`src/rtl/matrix_multiplier_seq.sv`:
```
`default_nettype none
// =============================================================================
// Module   : matrix_multiplier_seq
// Brief    : Sequential C = A x B using one row of B_COLUMNS MAC units, with
//            valid/ready handshakes on both sides. Optional cross-transaction
//            accumulation is enabled by MATRIX_MULTIPLIER_SEQ_ACCUMULATE_EN.
// Revision : 1.0 - initial release
// =============================================================================
module matrix_multiplier_seq #(
    parameter int DATA_WIDTH       = 8,
    parameter int A_ROWS           = 8,
    parameter int B_COLUMNS        = 5,
    parameter int A_COLUMNS_B_ROWS = 4,
    parameter int IS_SIGNED        = 0,
    parameter int C_DATA_WIDTH     = (2*DATA_WIDTH)+$clog2(A_COLUMNS_B_ROWS)
) (
    input  logic                                              clk_i,
    input  logic                                              reset_ni,
    input  logic                                              valid_i,
    output logic                                              ready_o,
    input  logic                                              accumulate_i,
    input  logic [A_ROWS*A_COLUMNS_B_ROWS*DATA_WIDTH-1:0]     a_i,
    input  logic [A_COLUMNS_B_ROWS*B_COLUMNS*DATA_WIDTH-1:0]  b_i,
    output logic                                              valid_o,
    input  logic                                              ready_i,
    output logic                                              busy_o,
    output logic [A_ROWS*B_COLUMNS*C_DATA_WIDTH-1:0]          c_o
);

    localparam int K     = A_COLUMNS_B_ROWS;
    localparam int CW    = C_DATA_WIDTH;
    localparam int EXT_W = CW - DATA_WIDTH;
    localparam int I_W   = (A_ROWS > 1) ? $clog2(A_ROWS) : 1;
    localparam int K_W   = (K > 1) ? $clog2(K) : 1;

    localparam logic [I_W-1:0] I_LAST = I_W'(A_ROWS - 1);
    localparam logic [K_W-1:0] K_LAST = K_W'(K - 1);

    localparam logic [1:0] S_IDLE    = 2'd0;
    localparam logic [1:0] S_COMPUTE = 2'd1;
    localparam logic [1:0] S_DONE    = 2'd2;

    logic [1:0]            state_q, state_d;
    logic                  ready_q, ready_d;
    logic                  valid_q, valid_d;
    logic                  busy_q,  busy_d;
    logic [I_W-1:0]        i_q, i_d;
    logic [K_W-1:0]        k_q, k_d;
    logic [DATA_WIDTH-1:0] a_q   [A_ROWS][K];
    logic [DATA_WIDTH-1:0] a_d   [A_ROWS][K];
    logic [DATA_WIDTH-1:0] b_q   [K][B_COLUMNS];
    logic [DATA_WIDTH-1:0] b_d   [K][B_COLUMNS];
    logic [CW-1:0]         acc_q [A_ROWS][B_COLUMNS];
    logic [CW-1:0]         acc_d [A_ROWS][B_COLUMNS];

    logic w_accept;
    logic w_last_step;
    logic w_clear;

`ifdef MATRIX_MULTIPLIER_SEQ_ACCUMULATE_EN
    assign w_clear = !accumulate_i;
`else
    logic w_unused_accumulate;
    assign w_unused_accumulate = accumulate_i;
    assign w_clear             = 1'b1;
`endif

    assign w_accept    = (state_q == S_IDLE) && valid_i && ready_q;
    assign w_last_step = (state_q == S_COMPUTE) && (i_q == I_LAST) && (k_q == K_LAST);

    // Operands are widened to the result width first so the wrap is modulo 2^CW.
    function automatic logic [CW-1:0] extend(input logic [DATA_WIDTH-1:0] v);
        if (IS_SIGNED != 0) begin
            extend = {{EXT_W{v[DATA_WIDTH-1]}}, v};
        end else begin
            extend = {{EXT_W{1'b0}}, v};
        end
    endfunction

    // ---------------- FSM: state register ----------------
    always_ff @(posedge clk_i) begin
        if (!reset_ni) begin
            state_q <= S_IDLE;
            ready_q <= 1'b0;
            valid_q <= 1'b0;
            busy_q  <= 1'b0;
        end else begin
            state_q <= state_d;
            ready_q <= ready_d;
            valid_q <= valid_d;
            busy_q  <= busy_d;
        end
    end

    // ---------------- FSM: next state ----------------
    always_comb begin
        state_d = state_q;
        case (state_q)
            S_IDLE:    if (w_accept)          state_d = S_COMPUTE;
            S_COMPUTE: if (w_last_step)       state_d = S_DONE;
            S_DONE:    if (valid_q && ready_i) state_d = S_IDLE;
            default:                          state_d = S_IDLE;
        endcase
    end

    // ---------------- FSM: outputs ----------------
    // ready waits one extra cycle in IDLE so it never overlaps valid on release.
    always_comb begin
        ready_d = (state_q == S_IDLE) && (state_d == S_IDLE);
        valid_d = (state_d == S_DONE);
        busy_d  = (state_d == S_COMPUTE);
    end

    // ---------------- Datapath ----------------
    always_comb begin
        a_d   = a_q;
        b_d   = b_q;
        acc_d = acc_q;
        i_d   = i_q;
        k_d   = k_q;
        if (w_accept) begin
            for (int r = 0; r < A_ROWS; r++) begin
                for (int kk = 0; kk < K; kk++) begin
                    a_d[r][kk] = a_i[(r*K + kk)*DATA_WIDTH +: DATA_WIDTH];
                end
            end
            for (int kk = 0; kk < K; kk++) begin
                for (int j = 0; j < B_COLUMNS; j++) begin
                    b_d[kk][j] = b_i[(kk*B_COLUMNS + j)*DATA_WIDTH +: DATA_WIDTH];
                end
            end
            if (w_clear) begin
                for (int r = 0; r < A_ROWS; r++) begin
                    for (int j = 0; j < B_COLUMNS; j++) begin
                        acc_d[r][j] = '0;
                    end
                end
            end
            i_d = '0;
            k_d = '0;
        end else if (state_q == S_COMPUTE) begin
            for (int j = 0; j < B_COLUMNS; j++) begin
                acc_d[i_q][j] = acc_q[i_q][j]
                              + extend(a_q[i_q][k_q]) * extend(b_q[k_q][j]);
            end
            if (k_q == K_LAST) begin
                k_d = '0;
                i_d = (i_q == I_LAST) ? '0 : i_q + I_W'(1);
            end else begin
                k_d = k_q + K_W'(1);
            end
        end
    end

    always_ff @(posedge clk_i) begin
        if (!reset_ni) begin
            i_q <= '0;
            k_q <= '0;
            for (int r = 0; r < A_ROWS; r++) begin
                for (int kk = 0; kk < K; kk++) begin
                    a_q[r][kk] <= '0;
                end
                for (int j = 0; j < B_COLUMNS; j++) begin
                    acc_q[r][j] <= '0;
                end
            end
            for (int kk = 0; kk < K; kk++) begin
                for (int j = 0; j < B_COLUMNS; j++) begin
                    b_q[kk][j] <= '0;
                end
            end
        end else begin
            i_q   <= i_d;
            k_q   <= k_d;
            a_q   <= a_d;
            b_q   <= b_d;
            acc_q <= acc_d;
        end
    end

    assign ready_o = ready_q;
    assign valid_o = valid_q;
    assign busy_o  = busy_q;

    generate
        for (genvar r = 0; r < A_ROWS; r++) begin : g_row
            for (genvar j = 0; j < B_COLUMNS; j++) begin : g_col
                assign c_o[(r*B_COLUMNS + j)*CW +: CW] = acc_q[r][j];
            end
        end
    endgenerate

endmodule
`default_nettype wire

```
`config.mk`:
```
export PLATFORM = sky130hd
export DESIGN_NAME = matrix_multiplier_seq
export DESIGN_NICKNAME = d
export VERILOG_FILES = /design/src/rtl/matrix_multiplier_seq.sv
export SDC_FILE = /design/constraint.sdc
export NUM_CORES = 2
export LEC_CHECK = 0
export ABC_CLOCK_PERIOD_IN_PS = 11400
export CORE_AREA = 2 2 443 445
export DETAILED_ROUTE_END_ITERATION = 12
export DIE_AREA = 0 0 445 447
export PLACE_DENSITY_LB_ADDON = 0.12
export SLEW_MARGIN = 0
export SYNTH_ARGS = -nofsm -noshare
export SYNTH_HDL_FRONTEND = slang
export SYNTH_SLANG_ARGS = --single-unit
export TNS_END_PERCENT = 50
```
`constraint.sdc`:
```
create_clock -name clk_i -period 11.4 [get_ports clk_i]
set_input_delay 1.14 -clock clk_i [delete_from_list [all_inputs] [get_ports clk_i]]
set_output_delay 1.14 -clock clk_i [all_outputs]
set_load 0.1 [all_outputs]
```
# [Yosys cells after proc, flatten, opt, wreduce, memory -nomap -nowiden]
# Cells that the tools add are included.
[totals] regBits=1146 latch_bits=0 mem_bits_rw=0 rom_bits=0 in_bits=421 mem_count=0
[op_classes] add_sub_neg=7 multipliers=5 div_mod_pow=0 magnitude_cmp=3 eq_ne=6 n_shift=0 muxes=45 bitwise_logic=3 reduce_logical=11
[ops] op="bitwise mux 720 bit" n=5
[ops] op="demux 90 bit (select 3 bit)" n=5
[ops] op="binary-select mux 90 bit (select 3 bit)" n=1
[ops] op="2-to-1 mux 90 bit" n=3
[ops] op="2-to-1 mux 18 bit" n=13
[ops] op="binary-select mux 32 bit (select 3 bit)" n=1
[ops] op="adder 18 bit" n=5
[ops] op="multiplier 18 x 18 -> 18 bit" n=5
[ops] op="binary-select mux 40 bit (select 2 bit)" n=1
[ops] op="2-to-1 mux 40 bit" n=2
[ops] op="2-to-1 mux 72 bit" n=1
[ops] op="2-to-1 mux 32 bit" n=2
[ops] op="2-to-1 mux 54 bit" n=1
[ops] op="2-to-1 mux 36 bit" n=1
[ops] op="binary-select mux 8 bit (select 2 bit)" n=1
[ops] op="2-to-1 mux 8 bit" n=2
[ops] op="2-to-1 mux 2 bit" n=4
[ops] op="logical AND 1 bit" n=7
[ops] op="== test 2 bit, second input constant" n=3
[ops] op="case mux 2 bit (3 select lines)" n=1
[ops] op="== test 2 x 1 -> 1 bit, second input constant" n=2
[ops] op="greater-or-equal comparator 4 bit, second input constant" n=1
[ops] op="zero test 2 bit" n=2
[ops] op="less-than comparator 4 x 1 -> 1 bit, second input constant" n=1
[ops] op="other kinds (10)" n=10

# [Depth between registers and ports, before layout]
[depth] word_depth=16 depth_mapped=33 depth_no_buf=27

# [Worst setup path after synthesis]
# Ideal clock, no wire load.
[synth_path] kind="reg-to-reg" startpoint="register i_q[1]" endpoint="register acc_q, in the netlist c_o[411]" setup_ps=63 arrival_ps=6599 required_time_ps=11337 path_slack_ps=4739 stages_incl_launch_ff=28 path_cell_list="dfxtp_1 buf_6 buf_6 mux2_2 a221o_1 a221oi_1 nor2_1 mux2i_1 buf_2 nor2_1 fa_1 fa_1 inv_1 fa_1 inv_1 fa_1 ha_1 inv_1 fa_1 inv_1 ha_1 and3_1 a221oi_2 o21ai_1 a31oi_1 o21ai_1 xor2_1 a22o_1"
[synth_via] elab_chain_len=16
[synth_lines] item="start, declared" line_no="47" text="logic [I_W-1:0] i_q, i_d;"
[synth_lines] item="start signal, assigned" line_no="173" text="i_q <= i_d;"
[synth_lines] item="NOT 3 -> 4 bit (implied by the code) (*)" line_no="143, 144"
[synth_lines] item="binary-select mux 32 bit (select 3 bit)" line_no="144" text="+ extend(a_q[i_q][k_q]) * extend(b_q[k_q][j]);"
[synth_lines] item="2-to-1 mux 32 bit (implied by the code) (2 in a row)" line_no="144"
[synth_lines] item="binary-select mux 8 bit (select 2 bit)" line_no="144"
[synth_lines] item="2-to-1 mux 8 bit (implied by the code) (2 in a row)" line_no="144"
[synth_lines] item="2-to-1 mux 18 bit" line_no="141" text="end else if (state_q == S_COMPUTE) begin"
[synth_lines] item="2-to-1 mux 18 bit" line_no="121" text="if (w_accept) begin"
[synth_lines] item="multiplier 18 x 18 -> 18 bit" line_no="144"
[synth_lines] item="adder 18 bit" line_no="144"
[synth_lines] item="bitwise mux 720 bit (4 in a row)" line_no="143" text="acc_d[i_q][j] = acc_q[i_q][j]"
[synth_lines] item="bitwise mux 720 bit (*)" line_no="143"
[synth_lines] item="end signal, assigned by index" line_no="164" text="acc_q[r][j] <= '0;"
[synth_lines] item="end signal, assigned" line_no="177" text="acc_q <= acc_d;"
[synth_lines] item="end, declared" line_no="53" text="logic [CW-1:0] acc_q [A_ROWS][B_COLUMNS];"
# Every way passes the cells marked *; elsewhere a longest branch is shown, timed or not. The select of a mux whose other input is x is not followed.
# A chain may end at the register's enable or synchronous reset.

# [Worst setup path in the final report]
[layout_path] startpoint="register i_q[1]" endpoint="register acc_q, in the netlist c_o[466]"
# Same word-level chain as after synthesis.

==> parameters.txt <==
Parameter                              Value

Status
  Run status ... complete, no violations

Route
  DRC errors left ... 0
  First-pass detailed-route iteration total ... 7
  Detail-routed via count per cell ... 5.35
  Via Count ... ~60000
  Initial detailed-routing violation count ... 5236
  Total detailed-routing wirelength ... 321000 um
  Routed len/inst ... 28.9 um
  Detail Route Antenna Nets ... 0

Pwr
  Ratio of total power to cell area ... 122 mW/mm2
  Switching share of total power ... 0.276
  Pint ... roughly 7.1 mW
  Maximum vdd ir drop ... between 0.0001 and 0.00015 V
  Combinational power share ... 0.112
  Static leakage power ... 30.9 nW
  Switching power total ... 2.72 mW
  Sequential share of power ... 0.421
  Power share of the clock group ... 0.468

Setup path
  Worst endpoint data arrival time ... 10110 ps
  Startpoint type of the worst setup path ... flip-flop
  Largest fanout of any net on the critical path ... 29
  WS Path Type ... flip-flop to flip-flop
  Required time of the critical path ... approximately 12000 ps
  Depth of the most critical reg-to-reg path ... 27
  Endpoint type of the worst setup path ... flip-flop

Logic synthesis
  Number of flops mapped to enable cells by yosys ... 0
  Post-Synth Simple-Gate Area ... 0.176
  Share of the synthesized area in the top cell type ... 0.367
  Top cell type by total area after synthesis ... sky130_fd_sc_hd__dfxtp_1
  Register area share after synthesis ... 0.367
  Fraction of synthesized area in multiplexers ... 0.0319
  Top FF cell, synth ... sky130_fd_sc_hd__dfxtp_1
  Share of flip-flops with an asynchronous set or reset ... 0
  Synthesized-area fraction occupied by ao, oa, aoi and oai cells ... 0.197
  Combined area of all synthesized cells ... about 0.063 mm2
  Syn Inst Count ... 7569
  Count of unique library cells instantiated by Yosys ... 89
  Synthesized area per cell ... a little over 8 um2
  Arithmetic-cell share of the synthesized area counting full adders, half adders and majority gates ... 0.150
  Total of flip-flops plus latches after synthesis ... 1146
  Synthesized net count ... 8588
  Yosys Warn Count ... 0
  Biggest area contributors in the synthesized netlist ... sky130_fd_sc_hd__dfxtp_1 37%, sky130_fd_sc_hd__nand2_1 9.6%, sky130_fd_sc_hd__fa_1 8.0%
  Main combinational cell family by area after synthesis ... compound AO/OA/AOI/OAI gates
  Fraction of synthesized cell area in xor and xnor cells ... 0.00794

GRT
  Remaining Overflow, GRT ... 0
  First-pass GRT wire length ... roughly 440000 um
  GRT Resource Usage Total ... 0.312
  Number of antenna violations at the first check in global routing ... 43
  Via count of the first global-routing pass ... 56600
  Largest net degree at the start of global routing ... 241

Clock network
  Setup Fix Bufs, Post-CTS ... 0
  Number of buffers on the longest clock path ... 3
  Number of H-tree levels ... 4
  CTS-repair resized insts ... 0
  Cell chosen for the clock root ... sky130_fd_sc_hd__clkbuf_16
  Number of buffers created by CTS ... 141
  Clock slew at the register clock pins of the worst setup and hold paths ... 60 ps
  Number of hold buffers added after cts ... 0
  Number of clock sinks ... between 1000 and 1500
  TritonCTS clock tree ... yes
  Skew-Pair Late Insertion Delay ... 820 ps

Floorplan
  Starting utilization of the core area ... 0.322
  Std-Cell Core Area ... 0.194 mm2
  IO Count ... 1144
  Row cnt ... 162
  Horizontal die dimension ... between 400 and 500 um
  Total Die Area ... 0.199 mm2
  Die span in y ... 447 um

STA
  Portion of the clock cycle consumed by the worst path in the final layout ... 0.830
  Final clock skew ... 42.9 ps
  Upper clock frequency limit ... 106 MHz
  Unrepaired setup endpoints after global routing ... no
  Transition time at the pin with the least slew margin ... 1320 ps
  Final Hold Violating Endpoints ... 0
  Rel. slew slack ... 0.120
  Pins over their slew limit ... 0
  Shortest period the worst path allows ... 9460 ps
  Setup violators final ... 0
  Worst hold slack ... approximately 460 ps
  Post-Route Setup TNS ... 0 ps

Cells and area
  Total area of sequential cells ... between 0.02 and 0.025 mm2
  Multi-input gate area in the final layout ... ~0.035 mm2
  Share of cells above drive strength 1 ... 0.0725
  Fill cell total of the finished layout ... around 20000
  Number of nets at the end of the flow ... between 9000 and 10000
  Growth of design area from synthesis to finish ... 28.9%

Flow run
  MaxCap Viol Count ... 0

Hold path
  Worst hold stages ... 2
  Worst min path class ... flip-flop to flip-flop

Place
  Detailed placer's ending HPWL ... 239000 um
  Last weighted congestion value of the routability-driven placer ... 0.918
  Number of buffers added on ports ... 1142
==> routing by layer <==
| layer | GRT usage | vias up | share of wire | routed length, um |
|---|---|---|---|---|
| met5 | 0 | - | 0.00092 | 296 |
| li1 | - | 27200 | - | - |
| met4 | 0.171 | 44 | 0.062 | 20000 |
| met1 | 0.383 | 29000 | 0.40 | 127000 |
| met3 | 0.0734 | 623 | 0.083 | 26500 |
| met2 | 0.505 | 2658 | 0.46 | 147000 |
==> Yosys cell counts, types with 89 or more instances <==
| cell type | number |
|---|---|
| sky130_fd_sc_hd__nand2_1 | 1603 |
| sky130_fd_sc_hd__dfxtp_1 | 1146 |
| sky130_fd_sc_hd__nor2_1 | 740 |
| sky130_fd_sc_hd__a21oi_1 | 578 |
| sky130_fd_sc_hd__inv_1 | 491 |
| sky130_fd_sc_hd__a21boi_0 | 421 |
| sky130_fd_sc_hd__ha_1 | 348 |
| sky130_fd_sc_hd__clkbuf_1 | 269 |
| sky130_fd_sc_hd__fa_1 | 250 |
| sky130_fd_sc_hd__buf_2 | 185 |
| sky130_fd_sc_hd__a22oi_1 | 184 |
| sky130_fd_sc_hd__o21ai_0 | 157 |
| sky130_fd_sc_hd__a22o_1 | 117 |
| sky130_fd_sc_hd__a211oi_1 | 99 |
| sky130_fd_sc_hd__nor2b_1 | 89 |
==> state kept, by name, indices dropped and copies added (netlist names) <==
name     flops
c_o        720
a_q        256
b_q        160
i_q          3
k_q          2
state_q      2
busy_o       1
ready_o      1
valid_o      1
==> path summary, 6_finish.rpt <==
kind / startpoint / end / slack, ps
setup / recovery: i_q[1] / c_o[466] / 1940
hold / removal: a_q[235] / a_q[235] / 460
setup reg to reg: i_q[1] / c_o[466] / 1940
hold reg to reg: a_q[235] / a_q[235] / 460
==> layout make-up <==
class                      instances  area share
timing repair buffer            1289       0.154
sequential                      1146       0.285
inverter                         493      0.0230
multi-input combinational       5381       0.440
antenna                           14    0.000435
tap                             2542      0.0395
clock inverter                    41     0.00584
clock buffer                     211      0.0521
==> critical path, cell delays in order (launching register included) <==
cell                        delay, ps
sky130_fd_sc_hd__dfxtp_4          870
sky130_fd_sc_hd__buf_4            520
sky130_fd_sc_hd__nor2_2           180
sky130_fd_sc_hd__a22oi_1          250
sky130_fd_sc_hd__nor2_1           130
sky130_fd_sc_hd__a2111oi_0        540
sky130_fd_sc_hd__a221oi_1         240
sky130_fd_sc_hd__a21oi_4          540
sky130_fd_sc_hd__buf_4            470
sky130_fd_sc_hd__nor2_1           130
sky130_fd_sc_hd__fa_1             540
sky130_fd_sc_hd__fa_1             520
sky130_fd_sc_hd__inv_1             50
sky130_fd_sc_hd__fa_1             480
sky130_fd_sc_hd__inv_1             40
sky130_fd_sc_hd__ha_1             260
sky130_fd_sc_hd__ha_1             280
sky130_fd_sc_hd__inv_1             50
sky130_fd_sc_hd__fa_1             480
sky130_fd_sc_hd__inv_1             40
sky130_fd_sc_hd__ha_1             340
sky130_fd_sc_hd__o21ai_0          130
sky130_fd_sc_hd__o21ai_0          390
sky130_fd_sc_hd__nand4_1          310
sky130_fd_sc_hd__o31ai_1          320
sky130_fd_sc_hd__a21oi_1          120
sky130_fd_sc_hd__xor2_1           800
sky130_fd_sc_hd__o21ai_0          220
==> through the flow <==
step	power [mW]	instances	util	area [um2]	worst slack, ps
3_3_place_gp	5.32	10900	0.391	75900	2090
3_5_place_dp	5.33	10900	0.391	75900	2080
6_report	9.84	11100	0.415	80600	1940
4_1_cts	9.92	11100	0.415	80600	2050
5_1_grt	10.2	11100	0.415	80600	1460
2_1_floorplan	4.80	7569	-	62500	4740
==> kinds of logic after synthesis <==
kind of cell             count (synthesis)
AND/OR/NAND/NOR                       2703
AO/OA/AOI/OAI                         1860
flip-flops                            1146
buffers and inverters                 1042
adder cells (fa/ha/maj)                598
multiplexers                           165
XOR/XNOR                                55
==> power groups by stage <==
stage	clock [mW]	combinational, mW	sequential (mW)
2_1_floorplan	0	0.543	4.26
3_3_place_gp	0	1.10	4.23
3_5_place_dp	0	1.10	4.23
4_1_cts	4.68	1.10	4.14
5_1_grt	4.83	1.18	4.15
6_report	4.60	1.10	4.14
==> cells in the final DEF, fill, tap and decap left out, drive strengths merged, types with 18 or more instances in the layout <==
master | netlist | final
a22oi | 184 | 184
a31oi | 18 | 18
mux2i | 84 | 84
clkbuf | 270 | 211
nand3 | 83 | 83
ha | 348 | 348
clkdlybuf4s50 | 0 | 1073
a21o | 30 | 30
xnor2 | 27 | 27
nor2 | 751 | 751
a22o | 117 | 117
nor2b | 91 | 91
a221oi | 71 | 71
or3 | 18 | 18
or2 | 24 | 24
clkinv | 0 | 25
dfxtp | 1146 | 1146
mux4 | 21 | 21
inv | 493 | 502
a211oi | 99 | 99
a21oi | 580 | 580
fa | 250 | 250
buf | 279 | 216
nor3 | 25 | 25
xor2 | 28 | 28
a21boi | 421 | 421
mux2 | 60 | 60
o21ai | 192 | 192
o22ai | 66 | 66
and3 | 30 | 30
nand2 | 1606 | 1606
Power figures use the tool's default switching activity.
